## config.mk

```make
export PLATFORM = sky130hd
export DESIGN_NAME = bit_scan_counter
export DESIGN_NICKNAME = d
export VERILOG_FILES = /design/src/rtl/bit_scan_counter_pkg.sv /design/src/rtl/bit_scan_counter_chunk_scan.sv /design/src/rtl/bit_scan_counter.sv
export SDC_FILE = /design/constraint.sdc
export NUM_CORES = 1
export LEC_CHECK = 0
export ABC_AREA = 1
export CAP_MARGIN = 20
export CORE_MARGIN = 2
export CORE_UTILIZATION = 53
export DETAILED_ROUTE_END_ITERATION = 6
export GPL_TIMING_DRIVEN = 0
export PLACE_DENSITY_LB_ADDON = 0.1
export SYNTH_ARGS = -nofsm -noshare
export SYNTH_HDL_FRONTEND = slang
export SYNTH_SLANG_ARGS = --single-unit
```

## constraint.sdc

```tcl
create_clock -name clk -period 2.2 [get_ports clk]
set_input_delay 0.33 -clock clk [delete_from_list [all_inputs] [get_ports clk]]
set_output_delay 0.33 -clock clk [all_outputs]
set_load 0.01 [all_outputs]
```

## src/rtl/bit_scan_counter_pkg.sv

```systemverilog
// Shared types for the bit scan counter: operation select and FSM states.
package bit_scan_pkg;

    typedef enum logic [1:0] {
        MODE_ONES  = 2'b00,
        MODE_ZEROS = 2'b01,
        MODE_TZ    = 2'b10,
        MODE_LZ    = 2'b11
    } mode_t;

    typedef enum logic [1:0] {
        IDLE  = 2'b00,
        COUNT = 2'b01,
        DONE  = 2'b10
    } state_t;

endpackage

```

## src/rtl/bit_scan_counter_chunk_scan.sv

```systemverilog
// Combinational statistics on one STEP-bit chunk: popcount, any-one flag,
// and position of the lowest set bit (0 when the chunk is empty).
module chunk_scan #(
    parameter int  STEP = 1,
    localparam int PW   = $clog2(STEP + 1),
    localparam int LW   = (STEP > 1) ? $clog2(STEP) : 1
) (
    input  logic [STEP-1:0] chunk,
    output logic [PW-1:0]   pop,
    output logic            any_one,
    output logic [LW-1:0]   low
);

    // Walk from the top bit down so the last hit recorded is the lowest one.
    always_comb begin
        pop     = '0;
        low     = '0;
        any_one = |chunk;
        for (int i = STEP - 1; i >= 0; i--) begin
            pop = pop + PW'(chunk[i]);
            if (chunk[i]) begin
                low = LW'(i);
            end
        end
    end

endmodule

```

## src/rtl/bit_scan_counter.sv

```systemverilog
// Multi-cycle bit statistics engine: scans a loaded word STEP bits per clock
// and reports ones count, zeros count, trailing zeros or leading zeros.
module bit_scan_counter
    import bit_scan_pkg::*;
#(
    parameter int  WIDTH = 8,
    parameter int  STEP  = 1,
    localparam int CW    = $clog2(WIDTH + 1)
) (
    input  logic             clk,
    input  logic             reset,
    input  logic             start,
    input  logic [1:0]       mode,
    input  logic [WIDTH-1:0] in,
    output logic [CW-1:0]    result,
    output logic             found,
    output logic             busy,
    output logic             done
);

    localparam int NCH = WIDTH / STEP;
    localparam int IW  = (NCH > 1) ? $clog2(NCH) : 1;
    localparam int PW  = $clog2(STEP + 1);
    localparam int LW  = (STEP > 1) ? $clog2(STEP) : 1;

    state_t           state, state_next;
    mode_t            mode_q;
    logic [WIDTH-1:0] a_reg, a_shift, load_val;
    logic [CW-1:0]    acc, acc_next;
    logic [IW-1:0]    idx;
    logic [PW-1:0]    chunk_pop;
    logic             chunk_any;
    logic [LW-1:0]    chunk_low;
    logic             scan_mode, hit, last_chunk, finish;

    chunk_scan #(.STEP(STEP)) u_chunk (
        .chunk   (a_reg[STEP-1:0]),
        .pop     (chunk_pop),
        .any_one (chunk_any),
        .low     (chunk_low)
    );

    // Word loaded into the shifter; LZ becomes a trailing-zero scan of the reversed word.
    always_comb begin
        load_val = in;
        case (mode)
            MODE_ZEROS: load_val = ~in;
            MODE_LZ: begin
                for (int i = 0; i < WIDTH; i++) begin
                    load_val[i] = in[WIDTH-1-i];
                end
            end
            default: load_val = in;
        endcase
    end

    // Per-chunk accumulator update and scan termination decision.
    always_comb begin
        scan_mode  = (mode_q == MODE_TZ) || (mode_q == MODE_LZ);
        hit        = scan_mode && chunk_any;
        a_shift    = a_reg >> STEP;
        last_chunk = (idx == IW'(NCH - 1));
        acc_next   = acc + CW'(chunk_pop);
        if (scan_mode) begin
            acc_next = acc + (chunk_any ? CW'(chunk_low) : CW'(STEP));
        end
        finish = (a_shift == '0) || hit || last_chunk;
    end

    // State register.
    always_ff @(posedge clk or negedge reset) begin
        if (!reset) begin
            state <= IDLE;
        end else begin
            state <= state_next;
        end
    end

    // Next-state and status decode; DONE waits for start to drop.
    always_comb begin
        state_next = state;
        busy       = 1'b0;
        done       = 1'b0;
        case (state)
            IDLE: begin
                if (start) state_next = COUNT;
            end
            COUNT: begin
                busy = 1'b1;
                if (finish) state_next = DONE;
            end
            DONE: begin
                done = 1'b1;
                if (!start) state_next = IDLE;
            end
            default: state_next = IDLE;
        endcase
    end

    // Shifter, accumulator, chunk index and published result registers.
    always_ff @(posedge clk or negedge reset) begin
        if (!reset) begin
            a_reg  <= '0;
            mode_q <= MODE_ONES;
            acc    <= '0;
            idx    <= '0;
            result <= '0;
            found  <= 1'b0;
        end else if (state == IDLE && start) begin
            a_reg  <= load_val;
            mode_q <= mode_t'(mode);
            acc    <= '0;
            idx    <= '0;
        end else if (state == COUNT) begin
            a_reg <= a_shift;
            acc   <= acc_next;
            idx   <= idx + IW'(1);
            if (finish) begin
                if (scan_mode && !hit) begin
                    result <= CW'(WIDTH);
                    found  <= 1'b0;
                end else begin
                    result <= acc_next;
                    found  <= hit;
                end
            end
        end
    end

endmodule

```

==> results.md, run 1 <==
- Internal: 1.24 mW
- Cell Area, Placed: 1590 um2
- Via count: 1128
- # IOs: 20
- Detailed Place HPWL: 2120 um
- Least-Margin Pin Slew: 0.494 ns
- CTS resizes: 0
- Synth area leader: dfrtp_1
- Crit path DAT: 1.71 ns
- Worst-path maximum fanout: 10
- # rows: 18
- Gpl congestion: 0.771
- Largest register FFs: 8
- CTS tree: done
- Die height: 55.0 um
- Synth top area share: 41.7%
- Tmin final: 2.04 ns
- Fin util: 65.8%
- Design area: 1630 um2
- Average wire per standard cell: 12.5 um
- R2r endpoint: result[1]
- DR iter-0 viols: 15
- Clock power frac: 8.8%
- Crit-path slowest cell: clkdlybuf4s50_1
- Ant diodes: 0
- Fmax: 490 MHz
- DR vias/cell: 5.22
- Final Skew: 0.00398 ns
- Final setup vio count: 0
- Total CTS buffers: 3
- Clock latency on the worst-skew pair: 0.31 ns
- Hold_ws: 0.339 ns
- Max clock buf depth: 2
- Post-Synthesis Cells: 164
- Clock sink count: 23
- Root buffer cell: clkbuf_4
- Count of pins over their slew limit: 0
- CP required: 1.87 ns
- First-pass GRT wire length: 4700 um
- Sequential area share after synthesis: 41.7%
- Initial antenna violation count: 0
- Filler cells: 221
- Outcome: completed
- DIE AREA: 3030 um2
- Vias in the first global route: 1140
- WS Path Type: reg -> out
- Hold Path Class: in -> async
- Worst Reg2Reg Path Length in Cells: 9
- Mapped Area: 1380 um2
- Worst path cell trace: inv_1 > nand2_2 > inv_1 > buf_6 > clkdlybuf4s50_1
- CP startpoint kind: register
- Top cell by count, worst path: inv_1
- Non-Filler Instances: 216
- Yosys warnings: 0
- Register share of total power: 35.2%
- Share of cells above drive strength 1: 21.0%
- CP max stage delay: 0.55 ns
- Net Sw Frac: 42.7%
- P&R area growth vs syn: 18.1%
- Placed instance count: 211
- Setup crit end kind: primary output
- IO buf count: 17
- Max_cap viols: 0
- R2r setup slk: 0.44 ns
- Top post-synthesis cells by area: dfrtp_1, nand2_1, o21ai_2, ha_1, o21ai_0
- Htree depth: 1
- Largest net degree at the start of global routing: 24
- Syn Area/Cell: 8.41 um2
- Max_slew headroom: 66.9%
- Final Hold Viols: 0
- Psw: 0.922 mW
- Residual DRC: 0
- Leak: 0.784 nW
- Nets: 206
- Clk slew on worst S/H paths: 0.12 ns
- Max VDD drop: 0.969 mV
- WL final: 2710 um
- Post-CTS Hold Fix Bufs: 0
- Seq cells post-synth: 23
- GRT Util Overall: 21.7%
- Antenna-violating nets left: 0
- Comb pwr share: 56.0%
- Post-synth cell types: 27
- Pwr/cell area: 1330 nW/um2
- DRT Pass-1 Iters: 4
- Final Cycle Share: 92.7%
- Synth Net Count: 183
- GRT overflow: 0
- Worst reg2reg path startpoint: mode_q[1]
- Setup TNS: 0 ns
- Initial Util: 55.7%
- Core footprint: 2480 um2
- Unrepaired setup endpoints after global routing: false
- Die boundary width: 55.0 um
- Post CTS Setup Buffer Count: 0
power by group through the flow:
stage	Sequential (mW)	Clock, mW	Combinational (mW)
final	0.760	0.191	1.21
after floorplan	0.757	0	0.896
after global placement	0.754	0	1.18
after global routing	0.789	0.215	1.38
after detailed placement	0.768	0	1.22
after CTS	0.760	0.201	1.22
cell type report:
class	instances	area (um2)	area share, %
Multi-Input combinational cell	120	672	41.2
Sequential cell	23	576	35.3
Timing Repair Buffer	18	185	11.4
Buffer	7	73.8	4.53
Inverter	14	57.6	3.53
Tap cell	30	37.5	2.30
Clock buffer	3	22.5	1.38
Clock inverter	1	5.00	0.307
Yosys cell counts (all sizes together):
cell type   n
nand2      53
o21ai      25
dfrtp      23
inv        14
nor2       12
nand3       8
a21oi       6
buf         6
ha          6
nor3        3
a22o        2
o22ai       2
clkbuf      1
nand3b      1
nand4       1
xnor2       1
critical path: cells and delay by family, from the launching register on:
| kind | cells | cell delay (ns) |
|---|---|---|
| buffers and inverters | 4 | 0.92 |
| DFF | 1 | 0.42 |
| and+or+nand+nor | 1 | 0.06 |
routing by layer:
| layer | track usage (%) | share of wire [%] | vias up | routed length (um) |
|---|---|---|---|---|
| met5 | 0 | 0 | - | 0 |
| met4 | 6.10 | 0.37 | 0 | 10 |
| met3 | 3.23 | 3.0 | 2 | 82 |
| met2 | 41.3 | 51 | 19 | 1380 |
| met1 | 24.8 | 45 | 527 | 1230 |
| li1 | - | - | 580 | - |
stage by stage:
step	power, mW	worst slack, ns
finish	2.16	0.160
global route	2.38	0.0805
CTS	2.19	0.154
detailed placement	1.99	0.444
global placement	1.94	0.496
floorplan	1.65	0.588
cell usage in the layout (no fill, tap or decap), types with 3 or more instances in the layout:
cell	count
a21oi_1	6
nor3_1	3
nand3_1	8
clkdlybuf4s50_1	17
nor2_1	11
clkbuf_4	3
inv_1	12
o21ai_2	11
nand2_2	9
nand2_1	42
o21ai_0	12
dfrtp_1	23
ha_1	6
logic make-up (layout without fill, tap and decap cells):
family | count (synthesis) | count (layout) | synth area share, %
buffers and inverters | 21 | 43 | 9.53
DFF | 23 | 23 | 41.7
adders and majority gates | 6 | 6 | 5.44
xor gates and xnor gates | 1 | 1 | 0.635
and+or+nand+nor | 78 | 78 | 25.6
AOI/OAI and AO/OA | 35 | 35 | 17.1
worst max path at each step:
stage / startpoint / endpoint / slack [ns] / cells after the start
floorplan: mode_q[1] / result[2] / 0.59 / 9
global placement: mode_q[1] / result[1] / 0.50 / 9
detailed placement: mode_q[1] / result[1] / 0.44 / 9
CTS: state[1] / busy / 0.15 / 5
global route: state[1] / busy / 0.08 / 5
finish: state[1] / busy / 0.16 / 5
No activity file was read; power rests on OpenSTA's default activity.
==> inputs of run 2 (changes only) <==
TNS_END_PERCENT = 20   (was not set)
==> results of run 2 <==
Same layout as run 1: the final DEF is identical, and so are final timing and power.
==> inputs of run 3 (changes only) <==
SETUP_SLACK_MARGIN = 0.15   (was not set)
==> run 3 against run 2 <==
  * Worst setup slack better by 0.28 ns
  * Clock skew hardly changed
  * Maximum frequency is 16% higher
  * Critical path depth is 4 higher
  * Die area stayed put
  * First-iteration DRC count is 20% lower
  * Via count is 0.71% higher
  * Register-to-register slack hardly changed
  * Core utilization is 0.10 points higher
  * Global-route usage stayed put
  * Largest cell class unchanged
  * Count of clock-buffer cells in the layout stayed put
  * Worst hold slack worse by 0.00098 ns
==> results.md, run 3 (synthesis results as in run 1) <==
- Outcome: completed (unchanged)
- WS Path Type: reg -> reg (was reg -> out)
- Largest net degree at the start of global routing: 24 (unchanged)
- Largest register FFs: 8 (unchanged)
- Pwr/cell area: 1320 nW/um2 (was 1330 nW/um2)
- Htree depth: 1 (unchanged)
- Gpl congestion: 0.771 (unchanged)
- Clock sink count: 23 (unchanged)
- Fin util: 65.9% (was 65.8%)
- CTS tree: done (unchanged)
- Setup crit start: mode_q[1] (was state[1])
- WL final: 2730 um (was 2710 um)
- Setup TNS: 0 ns (unchanged)
- Count of pins over their slew limit: 0 (unchanged)
- Leak: 0.794 nW (was 0.784 nW)
- Initial antenna violation count: 0 (unchanged)
- Unrepaired setup endpoints after global routing: false (unchanged)
- Final Cycle Share: 80.1% (was 92.7%)
- # IOs: 20 (unchanged)
- Final Skew: 0.00370 ns (was 0.00398 ns)
- GRT Util Overall: 21.7% (unchanged)
- Final setup vio count: 0 (unchanged)
- Final Hold Viols: 0 (unchanged)
- Setup crit end kind: register (was primary output)
- Least-Margin Pin Slew: 0.495 ns (was 0.494 ns)
- Hold Path Class: in -> async (unchanged)
- Initial Util: 55.7% (unchanged)
- Fmax: 567 MHz (was 490 MHz)
- PnR worst setup slack: 0.437 ns (was 0.160 ns)
- Commonest non-fill, non-tap cell in the layout: nand2_1 (unchanged)
- First-pass GRT wire length: 4700 um (unchanged)
- Die height: 55.0 um (unchanged)
- Clk slew on worst S/H paths: 0.12 ns (about the same)
- DRT Pass-1 Iters: 4 (unchanged)
- CP required: 2.45 ns (was 1.87 ns)
- Clock latency on the worst-skew pair: 0.31 ns (about the same)
- R2r setup slk: 0.44 ns (about the same)
- Share of cells above drive strength 1: 21.0% (unchanged)
- Residual DRC: 0 (unchanged)
- Post-Place Setup Slack: 0.444 ns (unchanged)
- Max VDD drop: 0.886 mV (was 0.969 mV)
- Filler cells: 221 (unchanged)
- Detailed Place HPWL: 2120 um (unchanged)
- P&R area growth vs syn: 18.3% (was 18.1%)
- CP startpoint kind: register (unchanged)
- Max clock buf depth: 2 (unchanged)
- Crit path DAT: 2.02 ns (was 1.71 ns)
- DR vias/cell: 5.26 (was 5.22)
- IO buf count: 17 (unchanged)
- GRT overflow: 0 (unchanged)
- DR iter-0 viols: 12 (was 15)
- Max_cap viols: 0 (unchanged)
- Average wire per standard cell: 12.6 um (was 12.5 um)
- # rows: 18 (unchanged)
- Worst reg2reg path startpoint: mode_q[1] (unchanged)
- DIE AREA: 3030 um2 (unchanged)
- Root buffer cell: clkbuf_4 (unchanged)
- Tmin final: 1.76 ns (was 2.04 ns)
- Nets: 206 (unchanged)
- Antenna-violating nets left: 0 (unchanged)
- Ant diodes: 0 (unchanged)
- Worst-path maximum fanout: 3 (was 10)
- R2r endpoint: result[1] (unchanged)
- Die boundary width: 55.0 um (unchanged)
- Max_slew headroom: 66.9% (about the same)
- Vias in the first global route: 1140 (unchanged)
- Worst Reg2Reg Path Length in Cells: 9 (unchanged)
- Core footprint: 2480 um2 (unchanged)
- Most frequent cells in the layout: nand2_1, dfrtp_1, clkdlybuf4s50_1 (unchanged)
- Via count: 1136 (was 1128)
- Total CTS buffers: 3 (unchanged)
==> run 3: cell types whose count changed in the layout (fill, tap and decap cells not counted) <==
cell | previous run | this run
clkdlybuf4s50_1 | 17 | 16
dlymetal6s2s_1 | 0 | 1
==> run 3: worst max-delay path, cell delays in order, from the launching register on <==
cell and delay (ns):
dfrtp_1 0.40, clkbuf_1 0.11, ha_1 0.27, inv_1 0.04, ha_1 0.20, ha_1 0.28
inv_1 0.06, nor3_1 0.19, nand2_1 0.08, nand2_1 0.08
==> run 3: worst max path at each step <==
stage	endpoint	cells past startpoint
6_report	result[1]	9
5_1_grt	result[1]	9
4_1_cts	busy	5
3_5_place_dp	result[1]	9
3_3_place_gp	result[1]	9
2_1_floorplan	result[2]	9
==> run 3: through the flow <==
stage | hold slack [ns] | cells | power [mW] | instance area [um2]
after floorplan | 0.0344 | 164 | 1.65 | 1380
after global placement | 0.455 | 211 | 1.94 | 1590
after detailed placement | 0.466 | 211 | 1.99 | 1590
after CTS | 0.375 | 215 | 2.19 | 1610
after global routing | 0.361 | 216 | 2.38 | 1630
final | 0.338 | 216 | 2.16 | 1630
==> run 3: where the power goes <==
| group | leakage [nW] | switching [mW] | total [mW] | internal, mW |
|---|---|---|---|---|
| Sequential | 0.289 | 0.141 | 0.760 | 0.619 |
| Clock | 0.0177 | 0.124 | 0.192 | 0.0679 |
| Combinational | 0.488 | 0.658 | 1.21 | 0.549 |
==> run 3: what timing repair did <==
action                                  4_1_cts  5_1_grt
resized for setup                             0        1
buffers inserted                              0        0
endpoints found under the setup margin        0        1
hold buffers                                  0        0
==> run 3: area by class of cell <==
class	instances	area, um2	share of cell area, %
inverters	14	57.6	3.53
well taps	30	37.5	2.30
multi-input cells	120	672	41.2
clock inverters	1	5.00	0.307
flip-flops and latches	23	576	35.3
repair buffers	18	188	11.5
plain buffers	7	73.8	4.52
clock buffers	3	22.5	1.38
==> run 3: layer usage <==
| metal | GRT usage [%] | share of wire [%] |
|---|---|---|
| met2 | 41.3 | 51 |
| met4 | 6.10 | 0.37 |
| met1 | 24.8 | 46 |
| met3 | 3.23 | 3.0 |
| met5 | 0 | 0 |
